<file path="src/rtl/inst_fetch_pkg.sv">
// ISA-wide widths and reset PC shared by the instruction ROM, fetch and decode.
package inst_fetch_pkg;

  localparam int ISA_DWIDTH = 16;
  localparam int ISA_AWIDTH = 12;
  localparam logic [ISA_AWIDTH-1:0] ISA_RESET_PC = '0;

endpackage

</file>
<file path="src/rtl/inst_fetch.sv">
// Instruction fetch: owns the PC, requests the sync ROM, hands {pc, inst} to decode.
// One cycle request-to-valid; decode backpressure freezes the ROM so its output word holds.
module inst_fetch
  import inst_fetch_pkg::*;
#(
  parameter int                DWIDTH   = ISA_DWIDTH,
  parameter int                AWIDTH   = ISA_AWIDTH,
  parameter logic [AWIDTH-1:0] RESET_PC = AWIDTH'(ISA_RESET_PC)
) (
  input  logic              clk,
  input  logic              rst,
  input  logic              run,
  output logic              rom_en,
  output logic [AWIDTH-1:0] rom_addr,
  input  logic [DWIDTH-1:0] rom_dout,
  output logic              inst_valid,
  input  logic              inst_ready,
  output logic [DWIDTH-1:0] inst,
  output logic [AWIDTH-1:0] inst_pc,
  input  logic              jump_valid,
  input  logic [AWIDTH-1:0] jump_target
);

  logic [AWIDTH-1:0] pc_q, pc_d;
  logic [AWIDTH-1:0] req_pc_q, req_pc_d;
  logic              rsp_vld_q, rsp_vld_d;
  logic              advance;

  always_comb begin
    advance    = !rsp_vld_q || inst_ready;
    rom_en     = !rst && (jump_valid || (run && advance));
    rom_addr   = jump_valid ? jump_target : pc_q;
    // A redirect squashes whatever word sits on the output this cycle.
    inst_valid = !rst && rsp_vld_q && !jump_valid;
    inst       = rom_dout;
    inst_pc    = req_pc_q;

    pc_d      = pc_q;
    req_pc_d  = req_pc_q;
    rsp_vld_d = rsp_vld_q;
    if (rom_en) begin
      req_pc_d  = rom_addr;
      pc_d      = rom_addr + AWIDTH'(1);
      rsp_vld_d = 1'b1;
    end else if (inst_valid && inst_ready) begin
      rsp_vld_d = 1'b0;
    end
  end

  always_ff @(posedge clk) begin
    if (rst) begin
      pc_q      <= RESET_PC;
      req_pc_q  <= '0;
      rsp_vld_q <= 1'b0;
    end else begin
      pc_q      <= pc_d;
      req_pc_q  <= req_pc_d;
      rsp_vld_q <= rsp_vld_d;
    end
  end

endmodule
</file>
<file path="config.mk">
export PLATFORM = sky130hd
export DESIGN_NAME = inst_fetch
export DESIGN_NICKNAME = d
export VERILOG_FILES = /design/src/rtl/inst_fetch_pkg.sv /design/src/rtl/inst_fetch.sv
export SDC_FILE = /design/constraint.sdc
export NUM_CORES = 1
export LEC_CHECK = 0
export ABC_AREA = 1
export CAP_MARGIN = 5
export CORE_ASPECT_RATIO = 1.4
export CORE_MARGIN = 3
export CORE_UTILIZATION = 35
export DETAILED_ROUTE_END_ITERATION = 16
export GPL_TIMING_DRIVEN = 0
export PLACE_DENSITY_LB_ADDON = 0.08
export SLEW_MARGIN = 20
export SYNTH_ARGS = -nofsm -noshare
export SYNTH_HDL_FRONTEND = slang
export SYNTH_SLANG_ARGS = --single-unit
</file>
<file path="constraint.sdc">
create_clock -name clk -period 1.8 [get_ports clk]
set_clock_uncertainty 0.2 [all_clocks]
set_input_delay 0.18 -clock clk [delete_from_list [all_inputs] [get_ports clk]]
set_output_delay 0.18 -clock clk [all_outputs]
set_load 0.005 [all_outputs]
</file>
==> impl_metrics.py, run 1 <==
metrics = {
    "power": {
        "p_sw_frac": 0.2746,
        "power.density_mw_per_mm2": 609.6,
        "share_comb_of_total_power": 0.294,
        "peakVddDrop_mv": 0.2237,
        "leakagePower_nw": 1.014,
        "power_mw": 1.345,
        "power.net_switching_mw": 0.3693,
        "seq_power_share": 0.456,
        "p_int_mw": 0.9755,
        "p_clk_frac": 0.250,
    },
    "drt": {
        "wl_um": 3787,
        "postRouteAntennaNets": 0,
        "drc": 0,
        "via_per_inst": 4.557,
        "routedWlPerCell_um": 11.65,
        "drt-initial-drc-count": 46,
        "vias": 1481,
        "first_pass_iters": 4,
    },
    "die": {
        "top_level_ports": 75,
        "die_y_um": 82.92,
        "core_area_sq_mm": 0.003986,
        "start_util": 0.3710,
        "die_x_um": 60.94,
        "fp.dieArea_sq_mm": 0.005053,
        "rows": 27,
    },
    "logic_synthesis": {
        "syn_area_sq_mm": 0.001479,
        "synth_mux_area_frac": 0,
        "synthTopCellsByArea": "dfxtp_1 (34%), nand2_1 (19%), buf_4 (8.1%), nand2_2 (4.2%), nand3_1 (4.1%)",
        "synth_most_common_cell": "nand2_1",
        "synthAdderAreaFrac": 0.008460,
        "ys_seq_area_frac": 0.3384,
        "synth_cell_types": 27,
        "synth_compound_area_frac": 0.09137,
        "synth-async-reset-ratio": 0,
        "synth_top_cell_by_area": "dfxtp_1",
        "ys_ff_latch": 25,
        "synthCells": 215,
        "postSynthAreaPerCell_sq_um": 6.879,
        "synth-xor-area-share": 0,
        "synth_top_family_by_area": "simple AND/OR/NAND/NOR gates",
        "synth_edf_count": 0,
        "yosysTopAreaCellShare": 0.3384,
        "ys_warn_count": 0,
        "synthSimpleGateAreaFrac": 0.3926,
        "synth_top_flop_cell": "dfxtp_1",
        "synth_common_cells": "nand2_1 (75), dfxtp_1 (25), buf_4 (16), nor2_1 (16), inv_1 (15)",
        "synth_nets": 249,
    },
    "clock_tree": {
        "clk_latency_ps": 270,
        "hold_buffers": 0,
        "cts.sinks": 25,
        "h-tree-depth": 1,
        "clockRootBuffer": "clkbuf_8",
        "cts_buffers": 3,
        "cts_tree": "yes",
        "cts_buffer_depth": 2,
        "path_clk_slew_ps": 90,
    },
    "placed_design": {
        "globalplace.congestion": 0.7814,
        "place_area_sq_mm": 0.002103,
        "dpl.hpwl_um": 2911,
        "dp.cells": 315,
        "pre_cts_slack_ps": -419.5,
        "io_buffers": 57,
    },
    "min_path": {
        "hp-class": "input pin to flip-flop",
    },
    "final_layout": {
        "seq_area_sq_um": 500.5,
        "diodes": 0,
        "stdcell_area_sq_mm": 0.002206,
        "multi_input_area_sq_um": 733.2,
        "fillerInstances": 411,
        "post-route-util": 0.5534,
        "stdcell_count": 325,
        "nets": 317,
        "areaGrowthSynthToFinish_pct": 49.15,
        "final_layout_size_suffix_gt1_frac": 0.2128,
    },
    "worst_setup_path": {
        "cp.arrival_ps": 1380,
        "worstSetupPathType": "input pin to primary output",
        "critPathLaunchType": "input pin",
        "cp_max_fo": 5,
        "cp.required_ps": 1420,
        "end_kind": "primary output",
    },
    "timing": {
        "finalCritPeriodShare": 0.9799,
        "slew_violations": 0,
        "whs_ps": 146.7,
        "final-setup-viol-count": 0,
        "finalHoldViolCount": 0,
        "worst_slack_ps": 36.25,
        "worst_pin_slew_ps": 490.2,
        "fin_crit_ps": 1764,
        "relSlewSlack": 0.6732,
        "fmax_mhz": 567.0,
        "finalSetupTns_ps": 0,
    },
    "grt": {
        "grt_pass1_wl_um": 6361,
        "grt_usage": 0.1596,
        "grt_use_met3": 0.01866,
        "grt_antenna_before_repair": 0,
        "use_met2": 0.2902,
        "grt_pass1_vias": 1441,
        "grt-ovfl-total": 0,
        "grt_max_degree": 14,
        "use_met1": 0.1882,
        "busiest_layer": "met2",
    },
    "outcome": {
        "status": "finished clean",
    },
    "job": {
        "max-cap-violations": 0,
    },
}
==> per-layer routing <==
metal	wire [um]	vias to the layer above	share of wire
li1	-	788	-
met1	1573	641	0.42
met2	1993	50	0.53
met3	195	2	0.051
met4	24	0	0.0063
met5	0	-	0
==> placed cells by master (no fill, tap or decap), types with 2 or more instances in the layout <==
| master | netlist | layout |
|---|---|---|
| o21ai_1 | 3 | 3 |
| a22o_1 | 2 | 2 |
| a21o_1 | 2 | 2 |
| a21oi_1 | 3 | 3 |
| clkbuf_1 | 1 | 2 |
| inv_2 | 3 | 5 |
| nor2_1 | 16 | 16 |
| buf_4 | 16 | 23 |
| inv_1 | 15 | 13 |
| dfxtp_1 | 25 | 25 |
| nor2_2 | 2 | 2 |
| nand3_1 | 12 | 12 |
| o21ai_0 | 10 | 10 |
| nand2_4 | 4 | 4 |
| nand2_2 | 10 | 12 |
| nand4_1 | 2 | 2 |
| nand2_1 | 75 | 73 |
| clkbuf_8 | 0 | 3 |
| buf_6 | 2 | 3 |
| nor2_4 | 2 | 2 |
| clkdlybuf4s50_1 | 0 | 56 |
==> logic make-up after synthesis <==
| group | count (synthesis) |
|---|---|
| compound gates | 22 |
| fa+ha+maj | 1 |
| buf+inv | 42 |
| flops | 25 |
| simple gates | 125 |
==> worst paths after layout <==
| check | startpoint | end | slack (ps) | depth (start not counted) |
|---|---|---|---|---|
| setup / recovery | jump_target[9] | rom_addr[9] | 40 | 4 |
| hold / removal | jump_valid | inst_pc[4] | 150 | 5 |
| setup reg to reg | pc_q[1] | pc_q[6] | 230 | 10 |
| hold reg to reg | inst_pc[9] | inst_pc[9] | 260 | 2 |
==> layout make-up <==
| type | count | area share |
|---|---|---|
| repair buffers | 64 | 0.2819 |
| clock buffers | 4 | 0.02042 |
| flip-flops and latches | 25 | 0.2269 |
| well taps | 43 | 0.02439 |
| multi-input cells | 148 | 0.3324 |
| plain buffers | 22 | 0.08054 |
| inverters | 19 | 0.03347 |
==> sequential cells by signal, indices dropped and copies added (netlist names) <==
register	flops
pc_q	12
rsp_vld_q	1
inst_pc	12
==> power by group through the flow <==
| stage | sequential [mW] | combinational [mW] | clock (mW) |
|---|---|---|---|
| global route | 0.618 | 0.437 | 0.375 |
| floorplan | 0.625 | 0.193 | 0 |
| global placement | 0.625 | 0.380 | 0 |
| detailed placement | 0.626 | 0.382 | 0 |
| CTS | 0.614 | 0.392 | 0.348 |
| finish | 0.613 | 0.396 | 0.336 |
==> worst max-delay path, cell delays in order <==
cell and delay, ps:
clkdlybuf4s50_1 450, nand2_1 50, nand2_1 160, clkdlybuf4s50_1 540
==> what timing repair did <==
action,4_1_cts,5_1_grt
gates resized for setup,7,0
pin swaps,1,1
buffers inserted,2,5
setup endpoints to repair,2,7
Power figures use the tool's default switching activity.
==> run 2: changes to the inputs <==
- CORE_UTILIZATION: 35 -> 40
- HOLD_SLACK_MARGIN: unset -> 0.15
- MAX_ROUTING_LAYER: unset -> met4
==> impl_metrics.py, run 2 (synthesis results as in run 1) <==
metrics = {
    "outcome": {
        "status": "finished clean",
    },
    "worst_setup_path": {
        "cp.required_ps": 1420,
        "cp.arrival_ps": 1350,
        "ff2ff_path_depth": 8,
        "crit_family": "buffers and inverters",
        "critPathMaxStageDelay_ps": 520,
        "rrSetupSlack_ps": 230,
        "r2r_end": "pc_q[8]",
        "crit_path_top_delay_cell": "clkdlybuf4s50_1",
        "crit_top_cell": "clkdlybuf4s50_1",
        "end_kind": "primary output",
        "r2r-start": "pc_q[0]",
        "critPathLaunchType": "input pin",
        "cp_max_fo": 6,
        "worstSetupPathType": "input pin to primary output",
        "critPathBufInv": 2,
        "crit_chain": "clkdlybuf4s50_1, nand2_1, nand2_2, clkdlybuf4s50_1",
    },
    "grt": {
        "grt_use_met3": 0.02329,
        "grt_antenna_before_repair": 0,
        "busiest_layer": "met2",
        "grt_pass1_vias": 1486,
        "grt_pass1_wl_um": 6389,
        "grt-ovfl-total": 0,
        "use_met2": 0.3122,
        "grt_usage": 0.1829,
        "grt_max_degree": 15,
        "use_met1": 0.2181,
    },
    "drt": {
        "routedWlPerCell_um": 11.67,
        "postRouteAntennaNets": 0,
        "drc": 0,
        "via_per_inst": 4.626,
        "vias": 1485,
        "first_pass_iters": 4,
        "drt-initial-drc-count": 37,
        "wl_um": 3745,
    },
    "placed_design": {
        "io_buffers": 57,
        "place_area_sq_mm": 0.002100,
        "dp.cells": 312,
        "globalplace.congestion": 0.8306,
        "dpl.hpwl_um": 2853,
    },
    "timing": {
        "fin_crit_ps": 1733,
        "worst_pin_slew_ps": 219.0,
        "rsz0062_at_grt": "false",
        "whs_ps": 166.2,
        "finalHoldViolCount": 0,
        "finalCritPeriodShare": 0.9627,
        "final-setup-viol-count": 0,
        "finalSetupTns_ps": 0,
        "fmax_mhz": 577.1,
        "slew_violations": 0,
        "relSlewSlack": 0.8540,
    },
    "clock_tree": {
        "hold_buffers": 0,
        "path_clk_slew_ps": 90,
        "h-tree-depth": 1,
        "cts_buffers": 3,
        "cts_tree": "yes",
        "cts.sinks": 25,
        "clk_latency_ps": 270,
        "clockRootBuffer": "clkbuf_8",
        "cts_buffer_depth": 2,
    },
    "final_layout": {
        "mostFrequentLayoutCell": "nand2_1",
        "layout_common_cells": "nand2_1 (72), clkdlybuf4s50_1 (56), dfxtp_1 (25)",
        "fillerInstances": 337,
        "final_layout_size_suffix_gt1_frac": 0.2206,
        "stdcell_area_sq_mm": 0.002197,
        "stdcell_count": 321,
        "diodes": 0,
        "nets": 316,
        "areaGrowthSynthToFinish_pct": 48.56,
    },
    "die": {
        "core_area_sq_mm": 0.003472,
        "fp.dieArea_sq_mm": 0.004473,
        "top_level_ports": 75,
        "die_x_um": 57.39,
        "die_y_um": 77.95,
        "rows": 25,
        "start_util": 0.4259,
    },
    "power": {
        "power.density_mw_per_mm2": 613.7,
        "peakVddDrop_mv": 0.3872,
        "power_mw": 1.348,
        "leakagePower_nw": 1.015,
    },
    "min_path": {
        "min_to": "inst_pc[2]",
        "min_path_cells": 5,
        "min_from": "jump_valid",
        "hp-class": "input pin to flip-flop",
    },
    "job": {
        "max-cap-violations": 0,
    },
}
## run 2: area by class of cell
cell class / count / area (sq um) / area share
Multi-Input combinational cell: 148 / 735.7 / 0.3349
Timing Repair Buffer: 62 / 606.8 / 0.2762
Sequential cell: 25 / 500.5 / 0.2278
Buffer: 23 / 183.9 / 0.08371
Inverter: 19 / 73.82 / 0.03360
Tap cell: 40 / 50.05 / 0.02278
Clock buffer: 3 / 41.29 / 0.01879
Clock inverter: 1 / 5.005 / 0.002278
## run 2: where the power goes
| group | internal (mW) | total (mW) | switching (mW) |
|---|---|---|---|
| logic | 0.223 | 0.394 | 0.172 |
| registers | 0.593 | 0.613 | 0.0196 |
| clock network | 0.155 | 0.341 | 0.186 |
## run 2: how the worst max path moves through the flow
| stage | from | endpoint | slack [ps] | depth (start not counted) |
|---|---|---|---|---|
| floorplan | jump_valid | pc_q[6] | 210 | 13 |
| finish | jump_target[2] | rom_addr[2] | 70 | 4 |
| detailed placement | inst_ready | rom_en | -410 | 9 |
| global placement | inst_ready | rom_en | -400 | 9 |
| global route | inst_ready | rom_en | 9 | 9 |
| CTS | rst | inst_valid | 30 | 5 |
## run 2: worst reg2reg max path, cell delays in order, from the launching register on
cell and delay (ps):
dfxtp_1 340, nand2_1 90, nand2_4 100, ha_1 200
nand2_1 110, nor2_4 120, nand2_1 100, o21ai_1 130
nand3_1 80
## run 2: what timing repair did
item,CTS,global route
setup endpoints to repair,3,4
buffers inserted,3,2
resized for setup,7,3
pin swaps,2,0
gates cloned,0,0
## run 2: through the flow
stage	utilization	worst slack [ps]
6_report	0.6328	67.08
5_1_grt	0.6328	8.894
4_1_cts	0.6274	29.03
3_5_place_dp	0.6047	-413.2
3_3_place_gp	0.6047	-398.8
2_1_floorplan	-	205.6
## run 2: per-layer routing
layer,routed length [um],vias to the layer above
li1,-,784
met1,1570,647
met2,1935,50
met3,195,4
met4,44,0
met5,0,-
